`src/rtl/reset_sequencer_pkg.sv`:
```
// Shared types and width helpers for the staged reset sequencer.
// The sequencer walks HOLD -> RELEASE -> RUN and releases one stage per step.
package reset_sequencer_pkg;

  typedef enum logic [1:0] {
    S_HOLD    = 2'd0,
    S_RELEASE = 2'd1,
    S_RUN     = 2'd2
  } seq_state_t;

  // Counter must reach max(hold, gap); never narrower than one bit.
  function automatic int cnt_width(input int hold, input int gap);
    int m;
    int w;
    m = (hold > gap) ? hold : gap;
    w = $clog2(m + 1);
    return (w < 1) ? 1 : w;
  endfunction

  function automatic int idx_width(input int stages);
    int w;
    w = $clog2(stages);
    return (w < 1) ? 1 : w;
  endfunction

endpackage

```
`src/rtl/reset_sequencer_timer.sv`:
```
// Loadable down-counter that stops at zero and flags it.
// A load takes priority over a decrement on the same edge.
module reset_sequencer_timer #(
  parameter int           W       = 1,
  parameter logic [W-1:0] RST_VAL = '0
) (
  input  logic         clk,
  input  logic         reset_n,
  input  logic         i_load,
  input  logic [W-1:0] i_load_val,
  input  logic         i_dec,
  output logic         o_zero
);

  logic [W-1:0] r_cnt;

  always_ff @(posedge clk or negedge reset_n) begin
    if (!reset_n) begin
      r_cnt <= RST_VAL;
    end else if (i_load) begin
      r_cnt <= i_load_val;
    end else if (i_dec && (r_cnt != '0)) begin
      r_cnt <= r_cnt - W'(1);
    end
  end

  assign o_zero = (r_cnt == '0);

endmodule

```
`src/rtl/reset_sequencer.sv`:
```
// Staged reset generator: holds all stages asserted, then releases them in
// order from bit 0, spaced by a fixed gap. A restart request reruns it.
module reset_sequencer
  import reset_sequencer_pkg::*;
#(
  parameter int   STAGES = 4,
  parameter int   HOLD   = 16,
  parameter int   GAP    = 8,
  parameter logic POL    = 1'b1
) (
  input  logic              clk,
  input  logic              reset_n,
  input  logic              restart,
  output logic              restart_ack,
  output logic [STAGES-1:0] rst_out,
  output logic              ready
);

  localparam int CNT_W = cnt_width(HOLD, GAP);
  localparam int IDX_W = idx_width(STAGES);
  localparam logic [STAGES-1:0] ALL_ASSERTED = {STAGES{POL}};

  seq_state_t        r_state;
  seq_state_t        w_state_next;
  logic [STAGES-1:0] r_rst_out;
  logic [STAGES-1:0] w_rst_next;
  logic              r_ready;
  logic              w_ready_next;
  logic [IDX_W-1:0]  r_idx;
  logic [IDX_W-1:0]  w_idx_next;
  logic              r_restart_d;
  logic              r_ack;
  logic              w_ack_next;
  logic              w_load;
  logic [CNT_W-1:0]  w_load_val;
  logic              w_dec;
  logic              w_zero;

  reset_sequencer_timer #(
    .W       (CNT_W),
    .RST_VAL (CNT_W'(HOLD))
  ) u_timer (
    .clk        (clk),
    .reset_n    (reset_n),
    .i_load     (w_load),
    .i_load_val (w_load_val),
    .i_dec      (w_dec),
    .o_zero     (w_zero)
  );

  always_ff @(posedge clk or negedge reset_n) begin
    if (!reset_n) begin
      r_state <= S_HOLD;
    end else begin
      r_state <= w_state_next;
    end
  end

  always_comb begin
    w_state_next = r_state;
    w_rst_next   = r_rst_out;
    w_ready_next = r_ready;
    w_idx_next   = r_idx;
    w_load       = 1'b0;
    w_load_val   = '0;
    w_dec        = 1'b0;
    w_ack_next   = restart & ~r_restart_d;

    if (restart) begin
      // Restart wins in every state; reloading here drops any stale count.
      w_rst_next   = ALL_ASSERTED;
      w_ready_next = 1'b0;
      w_load       = 1'b1;
      w_load_val   = CNT_W'(HOLD);
      w_idx_next   = '0;
      w_state_next = S_HOLD;
    end else begin
      case (r_state)
        S_HOLD: begin
          if (!w_zero) begin
            w_dec = 1'b1;
          end else begin
            w_rst_next[0] = ~POL;
            w_idx_next    = IDX_W'(1);
            w_load        = 1'b1;
            w_load_val    = CNT_W'(GAP);
            if (STAGES == 1) begin
              w_state_next = S_RUN;
              w_ready_next = 1'b1;
            end else begin
              w_state_next = S_RELEASE;
            end
          end
        end
        S_RELEASE: begin
          if (!w_zero) begin
            w_dec = 1'b1;
          end else begin
            for (int i = 0; i < STAGES; i++) begin
              if (IDX_W'(i) == r_idx) w_rst_next[i] = ~POL;
            end
            w_idx_next = r_idx + IDX_W'(1);
            w_load     = 1'b1;
            w_load_val = CNT_W'(GAP);
            if (r_idx == IDX_W'(STAGES - 1)) begin
              w_state_next = S_RUN;
              w_ready_next = 1'b1;
            end
          end
        end
        S_RUN: begin
        end
        default: begin
          w_state_next = S_HOLD;
        end
      endcase
    end
  end

  always_ff @(posedge clk or negedge reset_n) begin
    if (!reset_n) begin
      r_rst_out   <= ALL_ASSERTED;
      r_ready     <= 1'b0;
      r_idx       <= '0;
      r_restart_d <= 1'b0;
      r_ack       <= 1'b0;
    end else begin
      r_rst_out   <= w_rst_next;
      r_ready     <= w_ready_next;
      r_idx       <= w_idx_next;
      r_restart_d <= restart;
      r_ack       <= w_ack_next;
    end
  end

  assign rst_out     = r_rst_out;
  assign ready       = r_ready;
  assign restart_ack = r_ack;

endmodule
```
`config.mk`:
```
export PLATFORM = sky130hd
export DESIGN_NAME = reset_sequencer
export DESIGN_NICKNAME = d
export VERILOG_FILES = /design/src/rtl/reset_sequencer_pkg.sv /design/src/rtl/reset_sequencer_timer.sv /design/src/rtl/reset_sequencer.sv
export SDC_FILE = /design/constraint.sdc
export NUM_CORES = 1
export LEC_CHECK = 0
export BUFFER_PORTS_ARGS = -buffer_cell sky130_fd_sc_hd__buf_2
export CAP_MARGIN = 20
export CORE_AREA = 4 4 44 46
export CTS_CLUSTER_DIAMETER = 200
export DETAILED_ROUTE_END_ITERATION = 12
export DIE_AREA = 0 0 48 50
export GPL_TIMING_DRIVEN = 1
export PLACE_DENSITY_LB_ADDON = 0.25
export SYNTH_ARGS = -nofsm -noshare
export SYNTH_HDL_FRONTEND = slang
export SYNTH_SLANG_ARGS = --single-unit
```
`constraint.sdc`:
```
create_clock -name clk -period 1.9 [get_ports clk]
set_clock_uncertainty 0.05 [all_clocks]
set_input_delay 0.38 -clock clk [delete_from_list [all_inputs] [get_ports clk]]
set_output_delay 0.38 -clock clk [all_outputs]
set_load 0.01 [all_outputs]
```
**Yosys cells after proc, flatten, opt, wreduce, memory -nomap -nowiden**

Index checks and enable logic that the tools add are counted.

- Bits of input ports: 3
- Logic and storage cells: 78
- Output and inout bits: 6
- Bits in registers: 16

- Eq/ne operators: 11
- Bitwise gates (word level): 2
- Reduce and logical (&&, ||, !) cells: 21
- Add/subtract/negate cells: 2
- Muxes and demuxes: 32

Operators by type and width:

| operator | count |
|---|---|
| $mux W4 | 4 |
| $mux W1 | 15 |
| $mux W5 | 3 |
| $reduce_and A3 Y1 | 5 |
| $reduce_bool A2 Y1 | 7 |
| $mux W2 | 6 |
| $ne A3 B3 Y1 const B | 4 |
| $reduce_and A4 Y1 | 2 |
| $pmux W2 S3 | 1 |
| $logic_not A5 Y1 | 1 |
| $reduce_bool A5 Y1 | 1 |
| $sub A5 B1 Y5 const B | 1 |
| $eq A2 B2 Y1 const A | 2 |
| $eq A2 B2 Y1 const B | 2 |
| $logic_not A2 Y1 | 2 |
| $pmux W2 S2 | 1 |
| $mux W3 | 1 |
| $reduce_bool A3 Y1 | 1 |
| $add A2 B1 Y2 const B | 1 |
| $eq A1 B2 Y1 const A | 1 |
| $eq A2 B1 Y1 const B | 1 |
| $ne A2 B2 Y1 const B | 1 |
| $pmux W1 S2 | 1 |
| $reduce_or A2 Y1 | 1 |
| 3 further kinds | 3 |

**Logic depth before layout (Yosys ltp)**

- Depth in word-level cells: 7
- Mapped depth: 5
- Mapped depth without buffers: 5

**By module**

From an unflattened synthesis, not the netlist that was laid out.

- Cells, all modules: 79
- Area, all modules: 824.5 um^2

By module, submodules not included:

| module | seq. area each (um^2) | cells an instance | area an instance (um^2) | times used |
|---|---|---|---|---|
| reset_sequencer | 280.3 | 47 | 519.2 | 1 |
| reset_sequencer_timer | 126.4 | 32 | 305.3 | 1 |

**Least setup slack after synthesis**

Ideal clock, no wire load.

- Path type: register -> register
- Start point: register u_timer.r_cnt[0]
- End point: register r_idx[1]
- Stages on the path, launching flop included: 6
- Slack: 0.469 ns
- Data arrival time: 1.243 ns
- Clock period less this slack: 1.431 ns
- Required time: 1.712 ns
- Library setup time: 0.138 ns
- Buffers on the path: 0
- Cell sequence: dfrtp_1 > inv_1 > ha_1 > or4b_4 > o21ai_1 > a21oi_1

- Cells in the longest elaborated chain, start to end: 3
- Elaborated cells on any way between the ends: 4
- Classes of those cells: 2 x eq/ne; 2 x reduce/logical

Ends and longest elaborated chain:

| element | line | source |
|---|---|---|
| start: declaration | reset_sequencer_timer.sv:15 | `logic [W-1:0] r_cnt;` |
| start signal: assignment | reset_sequencer_timer.sv:21 | `r_cnt <= i_load_val;` |
| start signal: assignment | reset_sequencer_timer.sv:23 | `r_cnt <= r_cnt - W'(1);` |
| $logic_not A5 Y1 * | reset_sequencer_timer.sv:27 | `assign o_zero = (r_cnt == '0);` |
| $ne A3 B3 Y1 (no source line) | n/a |  |
| $reduce_and A3 Y1 (no source line) * | n/a |  |
| end signal: assignment | reset_sequencer.sv:130 | `r_idx <= w_idx_next;` |
| end: declaration | reset_sequencer.sv:29 | `logic [IDX_W-1:0] r_idx;` |

Mark *: on every way between the ends. The rest lies on a longest branch, timed or not.
A chain may end at the register's enable or synchronous reset.

**Final worst setup path**

- Start point: register u_timer.r_cnt[0]
- End point: register u_timer.r_cnt[3]

- Cells in the longest elaborated chain, start to end: 6
- Elaborated cells on any way between the ends: 16
- Classes of those cells: 1 x add/sub; 11 x mux; 4 x reduce/logical

Ends and longest elaborated chain:

| element |
|---|
| parallel branches: the longest is 6 deep, another holds $sub A5 B1 Y5 |

Parallel ways; which one is timed is not known. The select of a mux whose other input is x is not followed.

==> results.md <==
* Area grow syn2layout at 11.8%
* Final ANT Viol Nets at 0
* Sequential area share after synthesis at 52.7%
* Compound-cell area share of the yosys netlist at 15.6%
* Via density at 5.52
* Largest stage delay, worst path at 0.44 ns
* Ant. Diodes at 0
* Outcome: finished, final reports clean
* WHS Path Cells at 1
* Setup_tns at 0 ns
* Setup Fix Bufs, Post-CTS at 0
* Worst EP arrival at 1.77 ns
* Total I/O pin count at 9
* FMAX at 617 MHz
* CP max FO at 6
* Simple-gate share of the synthesized area at 17.8%
* WP data required at 2.05 ns
* Initial Util at 51.2%
* Final setup fails at 0
* Final hold vios at 0
* Die height at 50 um
* Leak at 0.385 nW
* Proportion of layout cells with a drive suffix above 1 at 27.2%
* Fin. max-slew vios at 0
* Final period util at 85.3%
* First-pass GRT wire length at 2250 um
* Critical Path Start Type: flop
* Cell Area, Synth at 772 um^2
* Tot Pwr at 0.000866 W
* CTS clock-pin slew for the worst setup and hold paths at 0.10 ns
* Slowest CP cell: nor4b_2
* Drt wl/cell at 13.3 um
* Clock tree buffer depth at 2
* Synth cell count leaders: dfrtp_1 (11), inv_1 (8), a21oi_1 (7)
* Largest cells by area after synthesis: dfrtp_1 (36%), dfstp_2 (17%), ha_1 (8.1%), a21oi_1 (4.5%), inv_1 (3.9%)
* Yosys top cell by area: dfrtp_1
* Cells after Synth at 70
* Routability-driven placement congestion ratio at 0.810
* Crit path time final at 1.62 ns
* Count leader, synth: dfrtp_1
* Vias in the first global route at 486
* Hpwl dp at 909 um
* Largest family of logic cells by synthesized area: simple AND/OR/NAND/NOR gates
* DRC Markers at 0
* Buffers on Ports at 8
* Cts hold-fix bufs at 1
* Top FF cell, synth: dfrtp_1
* Core Region at 1510 um^2
* Worst Setup End Kind: flop
* Post-synthesis mux area share at 0%
* Hold WC Path Type: input pin to flop
* CTS resizes at 0
* Root Buffer: clkbuf_4
* Number of flops mapped to enable cells by yosys at 0
* Critical-path cell list: inv_1, ha_1, nor4b_2, o21bai_1, a221oi_2
* Antenna violations before repair at 0
* Final nets at 90
* Synth Net Count at 78
* Htree depth at 1
* Post-synthesis xor/xnor area fraction at 0%
* Routed WL at 1290 um
* Synthesized flop and latch total at 16
* Worst-margin pin slew at 0.493 ns
* Critical path class: flop to flop
* RSZ-0062 raised after global routing: false
* Post-synthesis cell type count at 28
* Die width at 48 um
* Pwr dens at 1000 nW/um^2
* Avg Cell Area, Syn at 11.0 um^2
* Async set-reset flop share out of synthesis at 100%
* R2R cell count at 5
* Clk_lat worst skew at 0.28 ns
* Iter 0 DRT Violations at 12
* # Max-Cap Violations at 0
* TritonCTS clock tree: done
* Adder-Cell Fraction of Synth Area at 8.10%
* Clock Sinks at 16
* Top cell type's share of synthesized area at 35.7%
* Cell row count at 14
* Drt first pass iters at 4
* Via Count at 535
* GRT overflow at 0
* Relative slew slack at 67.0%
* VDD IR max at 0.453 mV
* Overall Global Routing Usage at 13.0%
* Synth warn at 0
* Pin count of the biggest net entering global routing at 17
* Full die area at 2400 um^2
* Number of CTS-inserted buffers at 3
==> report_power, final <==
| part | leakage, nW | switching (W) | internal (W) |
|---|---|---|---|
| combinational | 0.167 | 0.000103 | 0.0000938 |
| clock | 0.0210 | 0.000109 | 0.000117 |
| sequential | 0.198 | 0.0000535 | 0.000390 |
==> layout make-up <==
| cell class | count | area [um^2] |
|---|---|---|
| clock buffer | 4 | 36.3 |
| fill | 131 | 643 |
| inverter | 8 | 30.0 |
| multi-input combinational | 44 | 320 |
| sequential | 16 | 407 |
| tap | 16 | 20.0 |
| timing repair buffer | 9 | 50.0 |
==> layout by cell type (no fill, tap or decap) <==
cell type      instances
a211oi_1               1
a21o_1                 1
a21oi_1                7
a221oi_2               1
a311oi_1               1
a31oi_1                2
and3_1                 1
buf_2                  8
clkbuf_4               3
clkbuf_8               1
dfrtp_1               11
dfstp_2                5
dlygate4sd3_1          1
ha_1                   5
inv_1                  8
nand2_1                3
nand2b_1               2
nand3_1                1
nand3b_1               1
nand4_1                2
nor2_1                 4
nor3_1                 1
nor4b_2                2
o21a_1                 1
o21ai_0                1
o21ai_1                1
o21ai_2                1
o21bai_1               1
or3_1                  3
or4b_4                 1
==> layer usage <==
metal	up-vias	routed length (um)	GRT usage [%]
met5	-	0	0
met4	0	9	5.38
met3	2	69	2.18
met2	14	564	17.2
met1	249	644	20.2
li1	270	-	-
==> state kept, by name, indices dropped and copies added, names as in the netlist <==
register       cells
r_state            2
r_idx              2
r_restart_d        1
ready              1
u_timer.r_cnt      5
rst_out            4
restart_ack        1
==> through the flow <==
stage                     cell area, um^2  instances  worst slack (ns)  utilization (%)  hold WS (ns)
after floorplan                       772         70             0.469                -        0.0344
after global placement                817         92             0.332             54.2         0.260
after detailed placement              817         92             0.308             54.2         0.261
after CTS                             863         97             0.289             57.3         0.294
after global routing                  863         97             0.141             57.3         0.291
final                                 863         97             0.280             57.3         0.294
==> kinds of logic after synthesis <==
family          Yosys count
compound gates           18
fa+ha+maj                 5
buf+inv                  10
simple gates             21
flops                    16
==> path summary, 6_finish.rpt <==
check                      slack (ns)               end        startpoint
setup / recovery                 0.28  u_timer.r_cnt[3]  u_timer.r_cnt[0]
hold / removal                   0.29       r_restart_d           restart
setup reg to reg                 0.28  u_timer.r_cnt[3]  u_timer.r_cnt[0]
hold reg to reg                  0.35       restart_ack       r_restart_d
max in group asynchronous        1.02        rst_out[3]           reset_n
min in group asynchronous        0.47       restart_ack           reset_n
==> critical path, delay by kind of cell, from the launching register on <==
family	cells	cell delay (ns)
flops	1	0.41
buf+inv	1	0.07
compound gates	2	0.38
fa+ha+maj	1	0.18
simple gates	1	0.44
No activity file was read; power rests on OpenSTA's default activity.
